File: config.mk
export PLATFORM = sky130hd
export DESIGN_NAME = eval_board_feeder_flat
export DESIGN_NICKNAME = d
export VERILOG_FILES = /design/src/rtl/vchess_pkg.sv /design/src/rtl/eval_board_feeder_if.sv /design/src/rtl/eval_feeder_watchdog.sv /design/src/rtl/eval_board_feeder.sv /design/src/flat_wrapper.sv
export SDC_FILE = /design/constraint.sdc
export NUM_CORES = 1
export LEC_CHECK = 0
export CAP_MARGIN = 0
export CELL_PAD_IN_SITES_DETAIL_PLACEMENT = 1
export CELL_PAD_IN_SITES_GLOBAL_PLACEMENT = 1
export CORE_UTILIZATION = 33
export DETAILED_ROUTE_END_ITERATION = 16
export PLACE_DENSITY_LB_ADDON = 0.1
export SETUP_SLACK_MARGIN = 0.2
export SYNTH_ARGS = -nofsm -noshare
export SYNTH_HDL_FRONTEND = slang
export SYNTH_SLANG_ARGS = --single-unit
File: constraint.sdc
create_clock -name clk -period 1.6 [get_ports clk]
set_input_delay 0.24 -clock clk [delete_from_list [all_inputs] [get_ports clk]]
set_output_delay 0.24 -clock clk [all_outputs]
set_load 0.05 [all_outputs]
File: src/rtl/vchess_pkg.sv
// Shared chess-engine definitions: square/board geometry, empty-square code, feeder FSM states
// and the per-position command record latched by the board feeder.
package vchess_pkg;

    localparam int PIECE_WIDTH = 4;
    localparam int NUM_SQUARES = 64;
    localparam int BOARD_WIDTH = PIECE_WIDTH * NUM_SQUARES;

    localparam logic [PIECE_WIDTH-1:0] EMPTY_POSN = '0;

    typedef enum logic [2:0] {
        IDLE   = 3'd0,
        LOAD   = 3'd1,
        SETTLE = 3'd2,
        RESULT = 3'd3,
        CLEAR  = 3'd4
    } feeder_state_e;

    // Side-to-move, castling rights and en-passant column travel with the board.
    typedef struct packed {
        logic       white_to_move;
        logic [3:0] castle_mask;
        logic [3:0] en_passant_col;
    } pos_cmd_t;

endpackage

File: src/rtl/eval_board_feeder_if.sv
// Bundle of every handshake/bus signal between the board feeder (master) and its
// environment: command source, square stream, evaluate/board_attack and result sink (slave).
interface eval_board_feeder_if
    import vchess_pkg::*;
#(
    parameter int EVAL_WIDTH = 24
);
    logic                          cmd_valid;
    logic                          cmd_ready;
    logic                          cmd_white_to_move;
    logic [3:0]                    cmd_castle_mask;
    logic [3:0]                    cmd_en_passant_col;

    logic                          sq_valid;
    logic                          sq_ready;
    logic [PIECE_WIDTH-1:0]        sq_piece;
    logic                          sq_last;

    logic [BOARD_WIDTH-1:0]        board;
    logic                          board_valid;
    logic                          white_to_move;
    logic [3:0]                    castle_mask;
    logic [3:0]                    en_passant_col;
    logic                          clear_eval;
    logic                          clear_attack;

    logic signed [EVAL_WIDTH-1:0]  eval;
    logic                          eval_valid;

    logic                          res_valid;
    logic                          res_ready;
    logic signed [EVAL_WIDTH-1:0]  res_eval;
    logic                          res_error;

    modport master (
        input  cmd_valid, cmd_white_to_move, cmd_castle_mask, cmd_en_passant_col,
        input  sq_valid, sq_piece, sq_last,
        input  eval, eval_valid,
        input  res_ready,
        output cmd_ready, sq_ready,
        output board, board_valid, white_to_move, castle_mask, en_passant_col,
        output clear_eval, clear_attack,
        output res_valid, res_eval, res_error
    );

    modport slave (
        output cmd_valid, cmd_white_to_move, cmd_castle_mask, cmd_en_passant_col,
        output sq_valid, sq_piece, sq_last,
        output eval, eval_valid,
        output res_ready,
        input  cmd_ready, sq_ready,
        input  board, board_valid, white_to_move, castle_mask, en_passant_col,
        input  clear_eval, clear_attack,
        input  res_valid, res_eval, res_error
    );

endinterface

File: src/rtl/eval_feeder_watchdog.sv
// SETTLE watchdog for the board feeder: counts enabled cycles from a clear and flags expiry
// during the TIMEOUT_CYCLES-th enabled cycle. Only used when EVAL_FEEDER_TIMEOUT_EN is defined.
module eval_feeder_watchdog #(
    parameter int TIMEOUT_CYCLES = 4096
) (
    input  logic clk,
    input  logic reset_n,
    input  logic clear_i,
    input  logic en_i,
    output logic expired_o
);
    localparam int CNT_W = $clog2(TIMEOUT_CYCLES) + 1;

    logic [CNT_W-1:0] cnt_q;
    logic [CNT_W-1:0] cnt_d;

    // Expiry is combinational so the owner can still let a same-cycle eval_valid win.
    assign expired_o = en_i && (cnt_q == CNT_W'(TIMEOUT_CYCLES - 1));

    always_comb begin
        cnt_d = cnt_q;
        if (clear_i) begin
            cnt_d = '0;
        end else if (en_i && !expired_o) begin
            cnt_d = cnt_q + 1'b1;
        end
    end

    always_ff @(posedge clk or negedge reset_n) begin
        if (!reset_n) begin
            cnt_q <= '0;
        end else begin
            cnt_q <= cnt_d;
        end
    end

endmodule

File: src/rtl/eval_board_feeder.sv
// Initiator of the board_valid -> eval_valid protocol: assembles a board from a square stream,
// holds it for evaluate/board_attack, returns eval, then pulses the clears. Option: EVAL_FEEDER_TIMEOUT_EN.
module eval_board_feeder
    import vchess_pkg::*;
#(
    parameter int EVAL_WIDTH = 24
`ifdef EVAL_FEEDER_TIMEOUT_EN
    ,
    parameter int TIMEOUT_CYCLES = 4096
`endif
) (
    input  logic                clk,
    input  logic                reset_n,
    eval_board_feeder_if.master bus
);
    localparam logic [2:0] ST_IDLE   = IDLE;
    localparam logic [2:0] ST_LOAD   = LOAD;
    localparam logic [2:0] ST_SETTLE = SETTLE;
    localparam logic [2:0] ST_RESULT = RESULT;
    localparam logic [2:0] ST_CLEAR  = CLEAR;

    localparam logic [5:0] LAST_IDX = 6'(NUM_SQUARES - 1);

    logic [2:0]                   state_q, state_d;
    logic [5:0]                   idx_q, idx_d;
    pos_cmd_t                     cmd_q, cmd_d;
    logic signed [EVAL_WIDTH-1:0] res_eval_q, res_eval_d;
    logic                         res_error_q, res_error_d;

    // Handshake outputs are registered copies of the next state so they reset to 0.
    logic cmd_ready_q;
    logic sq_ready_q;
    logic board_valid_q;
    logic clear_q;
    logic res_valid_q;

    logic cmd_fire;
    logic sq_fire;
    logic res_fire;
    logic wd_expired;

    assign cmd_fire = cmd_ready_q && bus.cmd_valid;
    assign sq_fire  = sq_ready_q && bus.sq_valid;
    assign res_fire = res_valid_q && bus.res_ready;

`ifdef EVAL_FEEDER_TIMEOUT_EN
    eval_feeder_watchdog #(
        .TIMEOUT_CYCLES (TIMEOUT_CYCLES)
    ) u_watchdog (
        .clk       (clk),
        .reset_n   (reset_n),
        .clear_i   (state_q != ST_SETTLE),
        .en_i      (state_q == ST_SETTLE),
        .expired_o (wd_expired)
    );
`else
    assign wd_expired = 1'b0;
`endif

    always_comb begin
        state_d     = state_q;
        idx_d       = idx_q;
        cmd_d       = cmd_q;
        res_eval_d  = res_eval_q;
        res_error_d = res_error_q;

        case (state_q)
            ST_IDLE: begin
                if (cmd_fire) begin
                    cmd_d.white_to_move  = bus.cmd_white_to_move;
                    cmd_d.castle_mask    = bus.cmd_castle_mask;
                    cmd_d.en_passant_col = bus.cmd_en_passant_col;
                    idx_d       = '0;
                    res_eval_d  = '0;
                    res_error_d = 1'b0;
                    state_d     = ST_LOAD;
                end
            end
            ST_LOAD: begin
                if (sq_fire) begin
                    // The index never wraps: square 63 always ends the stream, good or bad.
                    if (bus.sq_last) begin
                        if (idx_q == LAST_IDX) begin
                            state_d = ST_SETTLE;
                        end else begin
                            res_error_d = 1'b1;
                            state_d     = ST_RESULT;
                        end
                    end else if (idx_q == LAST_IDX) begin
                        res_error_d = 1'b1;
                        state_d     = ST_RESULT;
                    end else begin
                        idx_d = idx_q + 6'd1;
                    end
                end
            end
            ST_SETTLE: begin
                if (bus.eval_valid) begin
                    res_eval_d = bus.eval;
                    state_d    = ST_RESULT;
                end else if (wd_expired) begin
                    res_eval_d  = '0;
                    res_error_d = 1'b1;
                    state_d     = ST_RESULT;
                end
            end
            ST_RESULT: begin
                if (res_fire) begin
                    state_d = ST_CLEAR;
                end
            end
            ST_CLEAR: begin
                state_d = ST_IDLE;
            end
            default: begin
                state_d = ST_IDLE;
            end
        endcase
    end

    always_ff @(posedge clk or negedge reset_n) begin
        if (!reset_n) begin
            state_q       <= ST_IDLE;
            idx_q         <= '0;
            cmd_q         <= '0;
            res_eval_q    <= '0;
            res_error_q   <= 1'b0;
            cmd_ready_q   <= 1'b0;
            sq_ready_q    <= 1'b0;
            board_valid_q <= 1'b0;
            clear_q       <= 1'b0;
            res_valid_q   <= 1'b0;
        end else begin
            state_q       <= state_d;
            idx_q         <= idx_d;
            cmd_q         <= cmd_d;
            res_eval_q    <= res_eval_d;
            res_error_q   <= res_error_d;
            cmd_ready_q   <= (state_d == ST_IDLE);
            sq_ready_q    <= (state_d == ST_LOAD);
            board_valid_q <= (state_d == ST_SETTLE);
            clear_q       <= (state_d == ST_CLEAR);
            res_valid_q   <= (state_d == ST_RESULT);
        end
    end

    // One register per square so the whole board is presented in parallel.
    generate
        for (genvar gi = 0; gi < NUM_SQUARES; gi++) begin : g_square
            logic                   we;
            logic [PIECE_WIDTH-1:0] piece_q;

            assign we = sq_fire && (idx_q == 6'(gi));

            always_ff @(posedge clk or negedge reset_n) begin
                if (!reset_n) begin
                    piece_q <= EMPTY_POSN;
                end else if (cmd_fire) begin
                    piece_q <= EMPTY_POSN;
                end else if (we) begin
                    piece_q <= bus.sq_piece;
                end
            end

            assign bus.board[gi*PIECE_WIDTH +: PIECE_WIDTH] = piece_q;
        end
    endgenerate

    assign bus.cmd_ready      = cmd_ready_q;
    assign bus.sq_ready       = sq_ready_q;
    assign bus.board_valid    = board_valid_q;
    assign bus.white_to_move  = cmd_q.white_to_move;
    assign bus.castle_mask    = cmd_q.castle_mask;
    assign bus.en_passant_col = cmd_q.en_passant_col;
    assign bus.clear_eval     = clear_q;
    assign bus.clear_attack   = clear_q;
    assign bus.res_valid      = res_valid_q;
    assign bus.res_eval       = res_eval_q;
    assign bus.res_error      = res_error_q;

endmodule
File: src/flat_wrapper.sv
// flat-port wrapper written by rule: the top's interface ports become plain ports
module eval_board_feeder_flat import vchess_pkg::*;
#(
    parameter int EVAL_WIDTH = 24

)
  (clk, reset_n, bus_cmd_valid, bus_cmd_white_to_move, bus_cmd_castle_mask, bus_cmd_en_passant_col, bus_sq_valid, bus_sq_piece, bus_sq_last, bus_eval, bus_eval_valid, bus_res_ready, bus_cmd_ready, bus_sq_ready, bus_board, bus_board_valid, bus_white_to_move, bus_castle_mask, bus_en_passant_col, bus_clear_eval, bus_clear_attack, bus_res_valid, bus_res_eval, bus_res_error);
  eval_board_feeder_if #(.EVAL_WIDTH(EVAL_WIDTH)) bus_i ();
  input  logic clk;
  input  logic reset_n;
  input wire logic [$bits(bus_i.cmd_valid)-1:0] bus_cmd_valid;
  input wire logic [$bits(bus_i.cmd_white_to_move)-1:0] bus_cmd_white_to_move;
  input wire logic [$bits(bus_i.cmd_castle_mask)-1:0] bus_cmd_castle_mask;
  input wire logic [$bits(bus_i.cmd_en_passant_col)-1:0] bus_cmd_en_passant_col;
  input wire logic [$bits(bus_i.sq_valid)-1:0] bus_sq_valid;
  input wire logic [$bits(bus_i.sq_piece)-1:0] bus_sq_piece;
  input wire logic [$bits(bus_i.sq_last)-1:0] bus_sq_last;
  input wire logic [$bits(bus_i.eval)-1:0] bus_eval;
  input wire logic [$bits(bus_i.eval_valid)-1:0] bus_eval_valid;
  input wire logic [$bits(bus_i.res_ready)-1:0] bus_res_ready;
  output wire logic [$bits(bus_i.cmd_ready)-1:0] bus_cmd_ready;
  output wire logic [$bits(bus_i.sq_ready)-1:0] bus_sq_ready;
  output wire logic [$bits(bus_i.board)-1:0] bus_board;
  output wire logic [$bits(bus_i.board_valid)-1:0] bus_board_valid;
  output wire logic [$bits(bus_i.white_to_move)-1:0] bus_white_to_move;
  output wire logic [$bits(bus_i.castle_mask)-1:0] bus_castle_mask;
  output wire logic [$bits(bus_i.en_passant_col)-1:0] bus_en_passant_col;
  output wire logic [$bits(bus_i.clear_eval)-1:0] bus_clear_eval;
  output wire logic [$bits(bus_i.clear_attack)-1:0] bus_clear_attack;
  output wire logic [$bits(bus_i.res_valid)-1:0] bus_res_valid;
  output wire logic [$bits(bus_i.res_eval)-1:0] bus_res_eval;
  output wire logic [$bits(bus_i.res_error)-1:0] bus_res_error;
  assign bus_i.cmd_valid = bus_cmd_valid;
  assign bus_i.cmd_white_to_move = bus_cmd_white_to_move;
  assign bus_i.cmd_castle_mask = bus_cmd_castle_mask;
  assign bus_i.cmd_en_passant_col = bus_cmd_en_passant_col;
  assign bus_i.sq_valid = bus_sq_valid;
  assign bus_i.sq_piece = bus_sq_piece;
  assign bus_i.sq_last = bus_sq_last;
  assign bus_i.eval = bus_eval;
  assign bus_i.eval_valid = bus_eval_valid;
  assign bus_i.res_ready = bus_res_ready;
  assign bus_cmd_ready = bus_i.cmd_ready;
  assign bus_sq_ready = bus_i.sq_ready;
  assign bus_board = bus_i.board;
  assign bus_board_valid = bus_i.board_valid;
  assign bus_white_to_move = bus_i.white_to_move;
  assign bus_castle_mask = bus_i.castle_mask;
  assign bus_en_passant_col = bus_i.en_passant_col;
  assign bus_clear_eval = bus_i.clear_eval;
  assign bus_clear_attack = bus_i.clear_attack;
  assign bus_res_valid = bus_i.res_valid;
  assign bus_res_eval = bus_i.res_eval;
  assign bus_res_error = bus_i.res_error;
  eval_board_feeder #(.EVAL_WIDTH(EVAL_WIDTH)) u_core (.clk(clk), .reset_n(reset_n), .bus(bus_i));
endmodule
# Yosys cells after proc, flatten, opt, wreduce, memory -nomap -nowiden
# Index checks and enable logic that the tools add are counted.
# classes
add_sub_neg	1
mul	0
div_mod_pow	0
order_cmp	0
eq_ne	77
shift	0
n_mux	150
n_bitwise	0
n_reduce_logical	140
# op_table
cell	count
$mux W4	128
$eq A6 B6 Y1 const B	32
$reduce_bool A2 Y1	66
$eq A6 B5 Y1 const B	16
$logic_and A1 B1 Y1	67
$eq A6 B4 Y1 const B	8
$mux W24	2
$pmux W24 S2	1
$eq A6 B3 Y1 const B	4
$mux W6	4
$mux W3	6
$eq A3 B2 Y1 const B	4
$eq A6 B2 Y1 const B	2
$pmux W3 S4	1
$pmux W6 S2	1
$reduce_and A5 Y1	2
$add A6 B1 Y6 const B	1
$eq A3 B1 Y1 const B	2
$eq A6 B1 Y1 const B	1
$logic_not A3 Y1	2
$logic_not A6 Y1	1
$mux W1	6
$ne A2 B2 Y1 const B	3
$ne A2 B1 Y1 const B	2
other kinds (6)	6
# totals
ff_bits	304
latch_bits	0
ramBits	0
romBits	0
input_bits	44
output_inout_bits	296
memories	0

# Longest topological paths before layout
# depth
ltp_word	6
mapped_depth	7
mapped_depth_nobuf	6

# Worst setup path before layout
# Ideal clock, no wire load.
# synth_timing
path_type	reg2reg
start	register u_core.sq_ready_q, in the netlist u_core.bus.sq_ready
end	register u_core.g_square[48].piece_q[0]
setup_ns	0.136
t_arrival_ns	1.658
required_time_ns	1.464
setup_slack_ns	-0.195
stages_incl_launch_ff	7
period_less_slack_ns	1.795
cell_sequence	dfrtp_1 -> buf_2 -> and4_1 -> clkbuf_1 -> nand2_1 -> nand2_1 -> a21oi_1
# synth_via
elab_chain_cells	3
# synth_lines
element	line	source
start, declared	eval_board_feeder.sv:32	logic sq_ready_q;
start signal, assigned	eval_board_feeder.sv:140	sq_ready_q <= (state_d == ST_LOAD);
$logic_and A1 B1 Y1	eval_board_feeder.sv:43	assign sq_fire = sq_ready_q && bus.sq_valid;
$logic_and A1 B1 Y1	eval_board_feeder.sv:153	assign we = sq_fire && (idx_q == 6'(gi));
$reduce_bool A2 Y1 (no source line)	-	
end signal, assigned	eval_board_feeder.sv:161	piece_q <= bus.sq_piece;
end, declared	eval_board_feeder.sv:151	logic [PIECE_WIDTH-1:0] piece_q;
# Every way passes these cells.
# A chain may end at the register's enable or synchronous reset.

# Worst setup path after layout
# layout_timing
start	register u_core.idx_q[1]
end	register u_core.g_square[9].piece_q[3]
# layout_via
elab_chain_cells	3
# layout_lines
element	line	source
start, declared	eval_board_feeder.sv:25	logic [5:0] idx_q, idx_d;
start signal, assigned	eval_board_feeder.sv:135	idx_q <= idx_d;
$eq A6 B4 Y1	eval_board_feeder.sv:153	
$logic_and A1 B1 Y1	eval_board_feeder.sv:153	
$reduce_bool A2 Y1 (no source line)	-	
end signal, assigned	eval_board_feeder.sv:161	
end, declared	eval_board_feeder.sv:151	
# Every way passes these cells.

==> impl_metrics.py <==
metrics = {
    "sta": {
        "timing.final.crit_share_pct": 112,
        "slew_violations": 0,
        "timing.final.ws_setup_ns": -0.185,
        "setup_tns_ns": -5.02,
        "rsz0062_at_grt": "yes",
        "worst_pin_slew_ns": 0.512,
        "fmax_mhz": 560,
        "fin_crit_ns": 1.78,
        "slew_headroom_pct": 65.9,
        "hold_viol_final": 0,
        "skew_ns": 0.0125,
        "setup_viol": 133,
    },
    "critical_path": {
        "cp-start-kind": "register",
        "arrival_ns": 2.18,
        "r2r.worst_path.cells": 7,
        "crit_start": "u_core.idx_q[1]",
        "cp_data_required_time_ns": 2.00,
        "reg2reg_setup_slack_ns": -0.18,
        "end_kind": "register",
        "worst-setup-path-type": "register to register",
        "cp_max_fo": 5,
        "r2r_end": "u_core.g_square[9].piece_q[3]",
        "r2r-start": "u_core.idx_q[1]",
    },
    "clock_tree": {
        "cts_root_buf": "clkbuf_16",
        "clk_latency_ns": 0.52,
        "cts_buffer_depth": 3,
        "cts_buffers": 36,
        "clk_pin_slew_ns": 0.06,
        "htreeDepth": 2,
        "cts.sinks": 304,
        "cts_tree": "built",
    },
    "logic_synthesis": {
        "synth.most_common_cell": "nand2_1",
        "synth_top_area_cell": "dfrtp_1",
        "synth_nets": 1509,
        "ys.flop_type": "dfrtp_1",
        "synth_area_leaders": "dfrtp_1 59%, nand2_1 10%, a21oi_1 10%",
        "ys_seq_area_share_pct": 58.9,
        "synth_top_area_share_pct": 58.9,
        "yosys.cell_types.count": 39,
        "yosys_warnings": 0,
        "async_reset_ff_share_pct": 100,
        "yosys_register_bits": 304,
        "synth-edff-count": 0,
        "netlist_area_mm2": 0.0129,
        "syn_inst": 1461,
        "synth_commonest_cells": "353 x nand2_1, 304 x dfrtp_1, 259 x a21oi_1",
        "postSynthAreaPerCell_um2": 8.85,
    },
    "hold_path": {
        "hold_path_class": "primary input to register",
        "min-delay-start": "bus_sq_piece[2]",
        "min_to": "u_core.g_square[1].piece_q[2]",
        "whs_path_depth": 3,
    },
    "power": {
        "p_leak_nw": 9.77,
        "power_density_mw_per_mm2": 1180,
        "ir_drop_mv": 1.02,
    },
    "flow_run": {
        "maxCapViolCount": 0,
    },
    "outcome": {
        "violations": "negative setup slack",
        "outcome": "complete, but fails checks",
    },
    "final_layout": {
        "drive_gt1_share_pct": 49.9,
        "area_delta_synth_final_pct": 74.8,
        "area.sequential_mm2": 0.00762,
        "n_fill_cell": 4065,
        "final_nets": 1973,
        "final-instance-count-excl-fill": 2471,
        "finalInstanceArea_mm2": 0.0226,
        "multi_input_area_mm2": 0.00693,
    },
    "drt": {
        "wl_per_cell_um": 24.3,
        "dr.pass1.iters": 7,
        "num_vias": 13400,
        "postRouteAntennaNets": 0,
        "via_per_inst": 5.41,
        "drcViolationCount": 0,
        "drtIter0Drc": 670,
        "wl_um": 60100,
    },
    "global_routing": {
        "grt_max_degree": 65,
        "gr-usage-all-layers_pct": 27.1,
        "grt_pass1_vias": 13400,
        "antenna_found_initial": 2,
        "grt-ovfl-total": 0,
        "grt_pass1_wl_um": 81800,
    },
    "die": {
        "rows": 72,
        "core_area_mm2": 0.0386,
        "ios": 340,
        "die-area_mm2": 0.0400,
        "start_util_pct": 33.4,
        "die_x_um": 200,
        "die_h_um": 200,
    },
    "placed_design": {
        "dp_hpwl_um": 32500,
        "place_area_mm2": 0.0177,
        "dp_cells": 2289,
        "gp_congestion": 0.768,
        "buffer_ports.inserted": 339,
    },
}
power by group:
part	total, mW	switching, mW	internal, mW
combinational	9.75	5.97	3.78
sequential	8.73	0.450	8.28
clock	8.09	3.28	4.81
total	26.6	9.70	16.9
kinds of logic after synthesis:
family	count (synthesis)	synth area share, %
multiplexers	2	0.165
AO/OA/AOI/OAI	463	18.2
adder cells (fa/ha/maj)	4	0.387
buffers and inverters	146	4.43
flip-flops	304	58.9
AND/OR/NAND/NOR	541	17.9
XOR/XNOR	1	0.0678
flip-flops by register name, indices dropped and copies added, names as in the netlist:
name / cells
u_core.g_square.piece_q: 256
u_core.bus.res_eval: 24
u_core.idx_q: 6
u_core.bus.castle_mask: 4
u_core.bus.en_passant_col: 4
u_core.state_q: 3
u_core.bus.board_valid: 1
u_core.bus.clear_attack: 1
u_core.bus.cmd_ready: 1
u_core.bus.res_error: 1
u_core.bus.res_valid: 1
u_core.bus.sq_ready: 1
u_core.bus.white_to_move: 1
per-stage QoR:
step | util (%) | power [mW] | setup slack (ns) | hold slack (ns)
2_1_floorplan | - | 12.8 | -0.0109 | -0.0556
3_3_place_gp | 45.9 | 15.7 | -0.259 | 0.149
3_5_place_dp | 45.9 | 15.8 | -0.257 | 0.144
4_1_cts | 54.1 | 25.4 | -0.000977 | 0.110
5_1_grt | 58.5 | 27.5 | -0.206 | 0.155
6_report | 58.5 | 26.6 | -0.185 | 0.148
per-layer routing:
| metal | up-vias | routed length [um] | global-route usage [%] |
|---|---|---|---|
| li1 | 5959 | - | - |
| met1 | 6916 | 25400 | 35.6 |
| met2 | 395 | 29500 | 44.9 |
| met3 | 93 | 3250 | 5.23 |
| met4 | 0 | 1930 | 8.85 |
| met5 | - | 0 | 0 |
critical path: stages (launching register included):
cell	delay, ns
dfrtp_2	0.47
inv_2	0.13
ha_4	0.19
nand3b_1	0.11
buf_4	0.17
clkbuf_16	0.16
o21ai_0	0.31
a21oi_2	0.11
cell usage in the layout, fill, tap and decap left out, drive strengths merged, types with 3 or more instances in the layout:
cell type / instances
a211oi: 3
ha: 4
dfrtp: 304
o21ai: 195
buf: 506
inv: 6
nor3b: 6
clkbuf: 81
clkdlybuf4s50: 38
clkinv: 3
nor2: 55
a21oi: 259
nand2: 353
nand3b: 10
nand3: 97
layout make-up:
class,count,area share (%)
antenna,2,0.0222
clock buffer,61,5.03
clock inverter,3,0.0665
inverter,6,0.122
multi-input combinational,1012,30.7
sequential,304,33.7
tap,518,2.87
timing repair buffer,565,27.5
worst max path at each step:
stage                                     end  slack, ns  depth (start not counted)
2_1_floorplan                 u_core.idx_q[0]      -0.01                          4
3_3_place_gp   u_core.g_square[26].piece_q[3]      -0.26                          7
3_5_place_dp   u_core.g_square[22].piece_q[2]      -0.26                          7
4_1_cts                       u_core.idx_q[3]     -0.001                          5
5_1_grt         u_core.g_square[9].piece_q[3]      -0.21                          7
6_report        u_core.g_square[9].piece_q[3]      -0.18                          7
repair_timing:
| action | 4_1_cts | 5_1_grt |
|---|---|---|
| resized for setup | 300 | 281 |
| hold buffers | 1 | 0 |
| cloned | 26 | 23 |
| endpoints found under the hold margin | 191 | 0 |
| pin swaps | 89 | 123 |
| buffers inserted | 43 | 23 |
| endpoints found under the setup margin | 303 | 315 |
No activity file was read; power rests on OpenSTA's default activity.
